### src/rtl/bias_quant_pkg.sv
// bias_quant_pkg: shared defaults and helpers for the bias/quantize pipe.
// Holds channel-width derivation and the unsigned saturate helper.
package bias_quant_pkg;

  localparam int N_CH_DEF   = 8;
  localparam int DIN_W_DEF  = 18;
  localparam int BIAS_W_DEF = 8;
  localparam int DOUT_W_DEF = 8;
  localparam int SHIFT_DEF  = 10;
  localparam int CNT_W_DEF  = 16;

  // Index width for n channels, never narrower than one bit.
  function automatic int ch_width(input int n);
    int w;
    w = $clog2(n);
    return (w < 1) ? 1 : w;
  endfunction

  // Clip q to w bits unsigned.
  // Returns {clipped, value}; value is all ones when clipped.
  function automatic logic [32:0] sat_u(
    input logic [63:0] q,
    input int          w
  );
    logic [63:0] maxv;
    maxv = (64'd1 << w) - 64'd1;
    if (q > maxv) begin
      return {1'b1, maxv[31:0]};
    end
    return {1'b0, q[31:0]};
  endfunction

endpackage

### src/rtl/bias_quant_pipe_bias_rf.sv
// bias_rf: per-channel signed bias storage, cleared by reset.
// One write port, one combinational read port; old value seen on collision.
module bias_rf
  import bias_quant_pkg::*;
#(
  parameter int N_CH   = N_CH_DEF,
  parameter int BIAS_W = BIAS_W_DEF,
  parameter int CH_W   = ch_width(N_CH_DEF)
) (
  input  logic              clk,
  input  logic              rst,
  input  logic              we,
  input  logic [CH_W-1:0]   waddr,
  input  logic [BIAS_W-1:0] wdata,
  input  logic [CH_W-1:0]   raddr,
  output logic [BIAS_W-1:0] rdata
);

  logic [BIAS_W-1:0] bias_q [N_CH];
  logic [BIAS_W-1:0] bias_d [N_CH];

  logic waddr_ok;
  logic raddr_ok;

  assign waddr_ok = (32'(waddr) < N_CH);
  assign raddr_ok = (32'(raddr) < N_CH);

  // Next RF contents: out-of-range write addresses are dropped.
  always_comb begin
    bias_d = bias_q;
    if (we && waddr_ok) begin
      bias_d[waddr] = wdata;
    end
  end

  // Register file state, cleared to zero bias on reset.
  always_ff @(posedge clk or posedge rst) begin
    if (rst) begin
      bias_q <= '{default: '0};
    end else begin
      bias_q <= bias_d;
    end
  end

  // Out-of-range channels read as zero bias.
  always_comb begin
    rdata = '0;
    if (raddr_ok) begin
      rdata = bias_q[raddr];
    end
  end

endmodule

### src/rtl/bias_quant_pipe.sv
// bias_quant_pipe: two-stage bias add, ReLU, shift and saturate.
// Define BIAS_QUANT_ROUND_EN for round-half-up instead of truncation.
module bias_quant_pipe
  import bias_quant_pkg::*;
#(
  parameter int N_CH   = N_CH_DEF,
  parameter int DIN_W  = DIN_W_DEF,
  parameter int BIAS_W = BIAS_W_DEF,
  parameter int DOUT_W = DOUT_W_DEF,
  parameter int SHIFT  = SHIFT_DEF,
  parameter int CNT_W  = CNT_W_DEF,
  localparam int CH_W  = ch_width(N_CH)
) (
  input  logic              clk,
  input  logic              rst,
  input  logic              s_valid,
  output logic              s_ready,
  input  logic [DIN_W-1:0]  s_data,
  input  logic [CH_W-1:0]   s_ch,
  input  logic              bias_we,
  input  logic [CH_W-1:0]   bias_waddr,
  input  logic [BIAS_W-1:0] bias_wdata,
  output logic              m_valid,
  input  logic              m_ready,
  output logic [DOUT_W-1:0] m_data,
  output logic [CH_W-1:0]   m_ch,
  output logic              m_sat,
  output logic [CNT_W-1:0]  sat_cnt,
  input  logic              sat_clr
);

  // Sum width: one bit for bias headroom, one sign bit.
  localparam int SUM_W = DIN_W + 2;

  localparam logic [SUM_W:0] RND_HALF =
    (SUM_W+1)'(1) << (SHIFT - 1);

  logic [BIAS_W-1:0] bias_rd;

  logic              v1_q, v1_d;
  logic [SUM_W-1:0]  sum1_q, sum1_d;
  logic [CH_W-1:0]   ch1_q, ch1_d;

  logic              v2_q, v2_d;
  logic [DOUT_W-1:0] dat2_q, dat2_d;
  logic [CH_W-1:0]   ch2_q, ch2_d;
  logic              sat2_q, sat2_d;

  logic [CNT_W-1:0]  cnt_q, cnt_d;

  logic ld1, ld2;
  logic s_xfer, m_xfer;

  logic [SUM_W:0]    qsum;
  logic [63:0]       q64;
  logic [32:0]       sres;

  bias_rf #(
    .N_CH   (N_CH),
    .BIAS_W (BIAS_W),
    .CH_W   (CH_W)
  ) u_rf (
    .clk   (clk),
    .rst   (rst),
    .we    (bias_we),
    .waddr (bias_waddr),
    .wdata (bias_wdata),
    .raddr (s_ch),
    .rdata (bias_rd)
  );

  // Each stage loads when empty or when its content leaves this cycle.
  assign ld2     = !v2_q || m_ready;
  assign ld1     = !v1_q || ld2;
  assign s_ready = ld1;
  assign s_xfer  = s_valid && s_ready;
  assign m_xfer  = v2_q && m_ready;

  // Stage 1: zero-extended sample plus sign-extended channel bias.
  always_comb begin
    v1_d   = v1_q;
    sum1_d = sum1_q;
    ch1_d  = ch1_q;
    if (ld1) begin
      v1_d = s_valid;
    end
    if (s_xfer) begin
      sum1_d = {2'b00, s_data}
             + {{(SUM_W-BIAS_W){bias_rd[BIAS_W-1]}}, bias_rd};
      ch1_d  = s_ch;
    end
  end

  // Stage 2 arithmetic: negative sums clamp to zero, then shift.
  always_comb begin
    qsum = '0;
    if (!sum1_q[SUM_W-1]) begin
`ifdef BIAS_QUANT_ROUND_EN
      qsum = {1'b0, sum1_q} + RND_HALF;
`else
      qsum = {1'b0, sum1_q};
`endif
    end
    q64  = 64'(qsum >> SHIFT);
    sres = sat_u(q64, DOUT_W);
  end

  // Stage 2 register load; outputs hold while stalled.
  always_comb begin
    v2_d   = v2_q;
    dat2_d = dat2_q;
    ch2_d  = ch2_q;
    sat2_d = sat2_q;
    if (ld2) begin
      v2_d = v1_q;
      if (v1_q) begin
        dat2_d = sres[DOUT_W-1:0];
        ch2_d  = ch1_q;
        sat2_d = sres[32];
      end
    end
  end

  // Saturation event counter; clear wins, sticks at all ones.
  always_comb begin
    cnt_d = cnt_q;
    if (sat_clr) begin
      cnt_d = '0;
    end else if (m_xfer && sat2_q && (cnt_q != '1)) begin
      cnt_d = cnt_q + 1'b1;
    end
  end

  // Pipeline and counter state.
  always_ff @(posedge clk or posedge rst) begin
    if (rst) begin
      v1_q   <= 1'b0;
      sum1_q <= '0;
      ch1_q  <= '0;
      v2_q   <= 1'b0;
      dat2_q <= '0;
      ch2_q  <= '0;
      sat2_q <= 1'b0;
      cnt_q  <= '0;
    end else begin
      v1_q   <= v1_d;
      sum1_q <= sum1_d;
      ch1_q  <= ch1_d;
      v2_q   <= v2_d;
      dat2_q <= dat2_d;
      ch2_q  <= ch2_d;
      sat2_q <= sat2_d;
      cnt_q  <= cnt_d;
    end
  end

  assign m_valid = v2_q;
  assign m_data  = dat2_q;
  assign m_ch    = ch2_q;
  assign m_sat   = sat2_q;
  assign sat_cnt = cnt_q;

endmodule
### config.mk
export PLATFORM = sky130hd
export DESIGN_NAME = bias_quant_pipe
export DESIGN_NICKNAME = d
export VERILOG_FILES = /design/src/rtl/bias_quant_pkg.sv /design/src/rtl/bias_quant_pipe_bias_rf.sv /design/src/rtl/bias_quant_pipe.sv
export SDC_FILE = /design/constraint.sdc
export NUM_CORES = 1
export LEC_CHECK = 0
export ABC_AREA = 1
export BUFFER_PORTS_ARGS = -buffer_cell sky130_fd_sc_hd__buf_2
export CORE_MARGIN = 3
export CORE_UTILIZATION = 56
export CTS_CLUSTER_SIZE = 20
export DETAILED_ROUTE_END_ITERATION = 6
export GPL_ROUTABILITY_DRIVEN = 0
export GPL_TIMING_DRIVEN = 0
export PLACE_DENSITY = 0.77
export SYNTH_ARGS = -nofsm -noshare
export SYNTH_HDL_FRONTEND = slang
export SYNTH_HIERARCHICAL = 1
export SYNTH_SLANG_ARGS = --single-unit
### constraint.sdc
create_clock -name clk -period 2.87 [get_ports clk]
set_clock_uncertainty 0.2 [all_clocks]
set_input_delay 0.7175 -clock clk [delete_from_list [all_inputs] [get_ports clk]]
set_output_delay 0.7175 -clock clk [all_outputs]
set_load 0.03 [all_outputs]
# Yosys cells after proc, flatten, opt, wreduce, memory -nomap -nowiden

Cells that the tools add are included.

Output and inout bits: 30
Input bits: 38
Logic and storage cells: 48
Register bits after elaboration: 117

Reductions and logical operators: 11
Bitwise logic cells: 2
Multiplexer cells: 12
$add $sub $neg: 2
Eq/ne operators: 1
Magnitude comparators: 4

Operators with widths:

| operator              | count |
|---|---|
| $mux 33               | 2 |
| $bwmux 64             | 1 |
| $mux 16               | 2 |
| $bmux 8 s3            | 1 |
| $demux 8 s3           | 1 |
| $mux 8                | 3 |
| $add 19x8->20         | 1 |
| $mux 19               | 1 |
| $add 16x1->16 const B | 1 |
| $ne 16x16->1 const B  | 1 |
| $gt 11x8->1 const B   | 1 |
| $ge 4x4->1 const B    | 2 |
| $not 3->4             | 2 |
| $logic_and 1x1->1     | 5 |
| $lt 4x1->1 const B    | 1 |
| $logic_not 1->1       | 2 |
| $logic_or 1x1->1      | 2 |
| $reduce_and 2->1      | 1 |
| $reduce_bool 2->1     | 1 |
| $mux 1                | 1 |

# Depth between registers and ports, before layout

Depth after elaboration: 6
Depth in mapped cells: 20
Gate-level depth less buffers: 18

# By module

Netlist, hierarchy kept.

Modules (own cells, without submodules):

| module          | times used | area an instance (sq um) | cells an instance | seq. area each (sq um) |
|---|---|---|---|---|
| bias_rf         | 1          | 3194.3                   | 440               | 1601.5 |
| bias_quant_pipe | 1          | 3128.0                   | 469               | 1076.0 |

# Worst setup path before layout

Ideal clock, no wire load.

Path kind: input port to flip-flop
From: in s_ch[0]
To: reg sum1_q[15]
Required time: 2553 ps
Setup time: 117 ps
Arrival: 2768 ps
Stages on the path: 16
Path buffers: 2
Setup slack: -215 ps
Path through: buf_2 > clkbuf_1 > nand2_1 > nand3_1 > nand2_1 > nand2_1 > nand2_1 > ha_1 > nand2_1 > inv_1 > a21oi_1 > nor2_1 > nor2_1 > nand3b_1 > nand3_1 > nand2_1

Cells in the longest elaborated chain, start to end: 5

RTL lines:

| what                                       | line                          | RTL |
|---|---|---|
| start: declaration                         | bias_quant_pipe.sv:19         | `input logic [CH_W-1:0] s_ch,` |
| $not 3->4 (implied by the code)            | bias_quant_pipe_bias_rf.sv:49 | `rdata = bias_q[raddr];` |
| $bmux 8 s3                                 | bias_quant_pipe_bias_rf.sv:49 |  |
| $mux 8 (implied by the code) (2 in series) | bias_quant_pipe_bias_rf.sv:49 |  |
| named net bias_rd[7]                       | bias_quant_pipe.sv:38         | `logic [BIAS_W-1:0] bias_rd;` |
| $add 19x8->20                              | bias_quant_pipe.sv:89         | `+ {{(SUM_W-BIAS_W){bias_rd[BIAS_W-1]}}, bias_rd};` |
| end signal: assignment                     | bias_quant_pipe.sv:147        | `sum1_q <= sum1_d;` |
| end: declaration                           | bias_quant_pipe.sv:41         | `logic [SUM_W-1:0] sum1_q, sum1_d;` |

The timed path passes the listed nets, and every way through them passes these cells. The select of a mux whose other input is x is not followed.
A chain may end at the register's enable or synchronous reset.

# Final worst setup path

From: in s_ch[0]
To: reg sum1_q[18]

Same word-level chain as after synthesis.

==> flow_summary.yaml <==
critical_path:
  cpMostUsedCell: "nand2_1"
  start_kind: "input pin"
  critPathMaxFanout: 10
  critPathBufInv: 3
  cp.arrival_ps: 2770
  end_kind: "flop"
  crit_family: "simple AND/OR/NAND/NOR gates"
  slowest_delay_ps: 320
  cp_cell_sequence: "clkbuf_4 -> inv_4 -> buf_6 -> nand2_1 -> nand3_1 -> nand2_1 -> nand2_4 -> nand2_8 -> ha_4 -> nand2_1 -> nor2_1 -> nand3_1 -> nand3_2 -> nand2_1 -> nand2_1 -> nand2_1 -> nand3_1 -> nand2_1"
  critPathKind: "input pin to flop"
  cp.required_ps: 2910
  slowest_stage: "ha_4"
grt:
  grtUsageTotal: 0.249
  grt_overflow: 0
  grt_pass1_wl_um: 25700
  grt_max_degree: 44
  antenna_found_initial: 0
  grt_pass1_vias: 5390
route:
  viasPerCell: 5.29
  routed_wl_um: 15400
  wl_per_cell_um: 13.6
  vias: 5989
  drt_iter0_drc: 438
  antenna_left: 0
  dr.pass1.iters: 6
  drc: 0
die:
  fp.dieW_um: 112
  fp.coreArea_um2: 10900
  std_cell_rows: 38
  pin_count: 68
  start_util: 0.578
  die_h_um: 112
  dieArea_um2: 12600
placed_design:
  dp_hpwl_um: 11000
  pre_cts_ws_ps: -640
  io_buffers: 67
  dp_cells: 1117
  place_area_um2: 6870
logic_synthesis:
  synth_fp_nets: 966
  syn_inst: 909
  synth_edf_count: 0
  yosys-top-cells-area: "dfrtp_1 42%, nand2_1 21%, inv_1 8.4%"
  synth_ff_type: "dfrtp_1"
  yosysMostFrequentCell: "nand2_1"
  synth_top_cell_area_share: 0.424
  synth_commonest_cells: "352 x nand2_1, 142 x inv_1, 107 x dfrtp_1"
  synthArstFlopShare: 1.00
  yosysTopAreaCell: "dfrtp_1"
  yosysUniqueCellTypes: 32
  ys_ff_latch: 107
  synth.yosys.warnings: 6
  ys_seq_area_frac: 0.424
  syn-cell-area_um2: 6320
  syn_area_per_cell_um2: 6.96
final_layout:
  final_cell_area_um2: 7450
  area_delta_synth_final_pct: 17.8
  final.fill_count: 928
  multi_input_area_um2: 3190
  drive_gt1_frac: 0.151
  finish.net_count: 1045
  instances_no_fill: 1133
  n_antenna_cell: 0
  seqCellArea_um2: 2680
  fin_util: 0.681
timing:
  period_minus_slack_ps: 2740
  hold_viol_final: 0
  setup_viol: 0
  fin_ws_ps: 133
  maxSlewHeadroom: 0.414
  fmax_ghz: 0.365
  slew_viol_final: 0
  tightest_slew_ps: 877
  finalHoldWorstSlack_ps: 263
  post-route-period-util: 0.954
  fin_tns_setup_ps: 0
job:
  drv_cap: 0
min_path:
  hp-class: "flop to flop"
cts:
  path_clk_slew_ps: 70
  worstSkewPairLatency_ps: 350
  numCtsBuffers: 9
  cts-root-buf: "clkbuf_16"
  clockBufferDepth: 2
  holdBufCountCts: 0
  htree_num_levels: 3
  cts_tree: "yes"
  clkSinkCount: 107
outcome:
  status: "completed"
power_and_ir_drop:
  p_leak_nw: 4.05
  ir_worst_vdd_mv: 0.595
  finalPower_mw: 4.66
  pwr_density_cell_nw_per_um2: 625
-- worst register-to-register path, cell delays in order (launching register included) --
cell and delay (ps):
dfrtp_1 380, inv_1 80, nand2_1 50, nand3_1 110, nand2_1 120, nand2_4 150, nand2_8 130, ha_4 320
nand2_1 100, nor2_1 150, nand3_1 100, nand3_2 110, nand2_1 80, nand2_1 70, nand2_1 50, nand3_1 60
nand2_1 50
-- per-layer routing --
metal / track usage / wire length, µm
met1: 0.331 / 6540
met2: 0.411 / 7480
met3: 0.0598 / 951
met4: 0.0705 / 407
met5: 0 / 0
-- cell usage in the layout, fill, tap and decap left out, types with 12 or more instances in the layout --
| master | netlist | final |
|---|---|---|
| o21ai_0 | 72 | 70 |
| buf_2 | 9 | 67 |
| inv_1 | 142 | 138 |
| nand2_1 | 352 | 345 |
| nand3_1 | 65 | 64 |
| dfrtp_1 | 107 | 107 |
| nor2_1 | 48 | 43 |
| nand4_1 | 12 | 12 |
-- final cells by class --
class,instances,area share
Inverter,144,0.0733
Multi-Input combinational cell,632,0.428
Clock inverter,5,0.00840
Sequential cell,107,0.360
Clock buffer,11,0.0326
Tap cell,140,0.0235
Timing Repair Buffer,70,0.0504
Buffer,24,0.0244
-- power by group --
group / total [mW] / switching [mW] / internal, mW
Clock: 1.25 / 0.546 / 0.704
Sequential: 1.96 / 0.157 / 1.80
Combinational: 1.45 / 0.936 / 0.510
-- sequential cells by signal (all words and copies together) (netlist names) --
register,cells
u_rf/bias_q,64
m_sat,1
ch1_q,3
v1_q,1
m_ch,3
m_data,8
sat_cnt,16
m_valid,1
sum1_q,10
-- final timing paths --
kind	from	to	slack, ps	cells past startpoint
max	s_ch[0]	sum1_q[18]	130	18
min	ch1_q[2]	m_ch[2]	260	2
max reg2reg	u_rf/bias_q[7]	sum1_q[18]	450	16
min reg2reg	ch1_q[2]	m_ch[2]	260	2
max in group asynchronous	rst	u_rf/bias_q[3]	1530	3
min in group asynchronous	rst	u_rf/bias_q[38]	330	2
-- kinds of logic (layout without fill, tap and decap cells) --
| group | count (synthesis) | in the layout | synth area share |
|---|---|---|---|
| flops | 107 | 107 | 0.424 |
| buf+inv | 171 | 254 | 0.110 |
| xor+xnor | 7 | 7 | 0.00970 |
| simple gates | 497 | 498 | 0.325 |
| compound gates | 108 | 108 | 0.0942 |
| fa+ha+maj | 19 | 19 | 0.0376 |
-- what timing repair did --
item,CTS,global route
buffers inserted,0,2
pin swaps,1,8
gates cloned,1,0
gates resized for setup,20,38
setup endpoints to repair,10,10
Note: power is estimated with default switching activity, not from simulation.
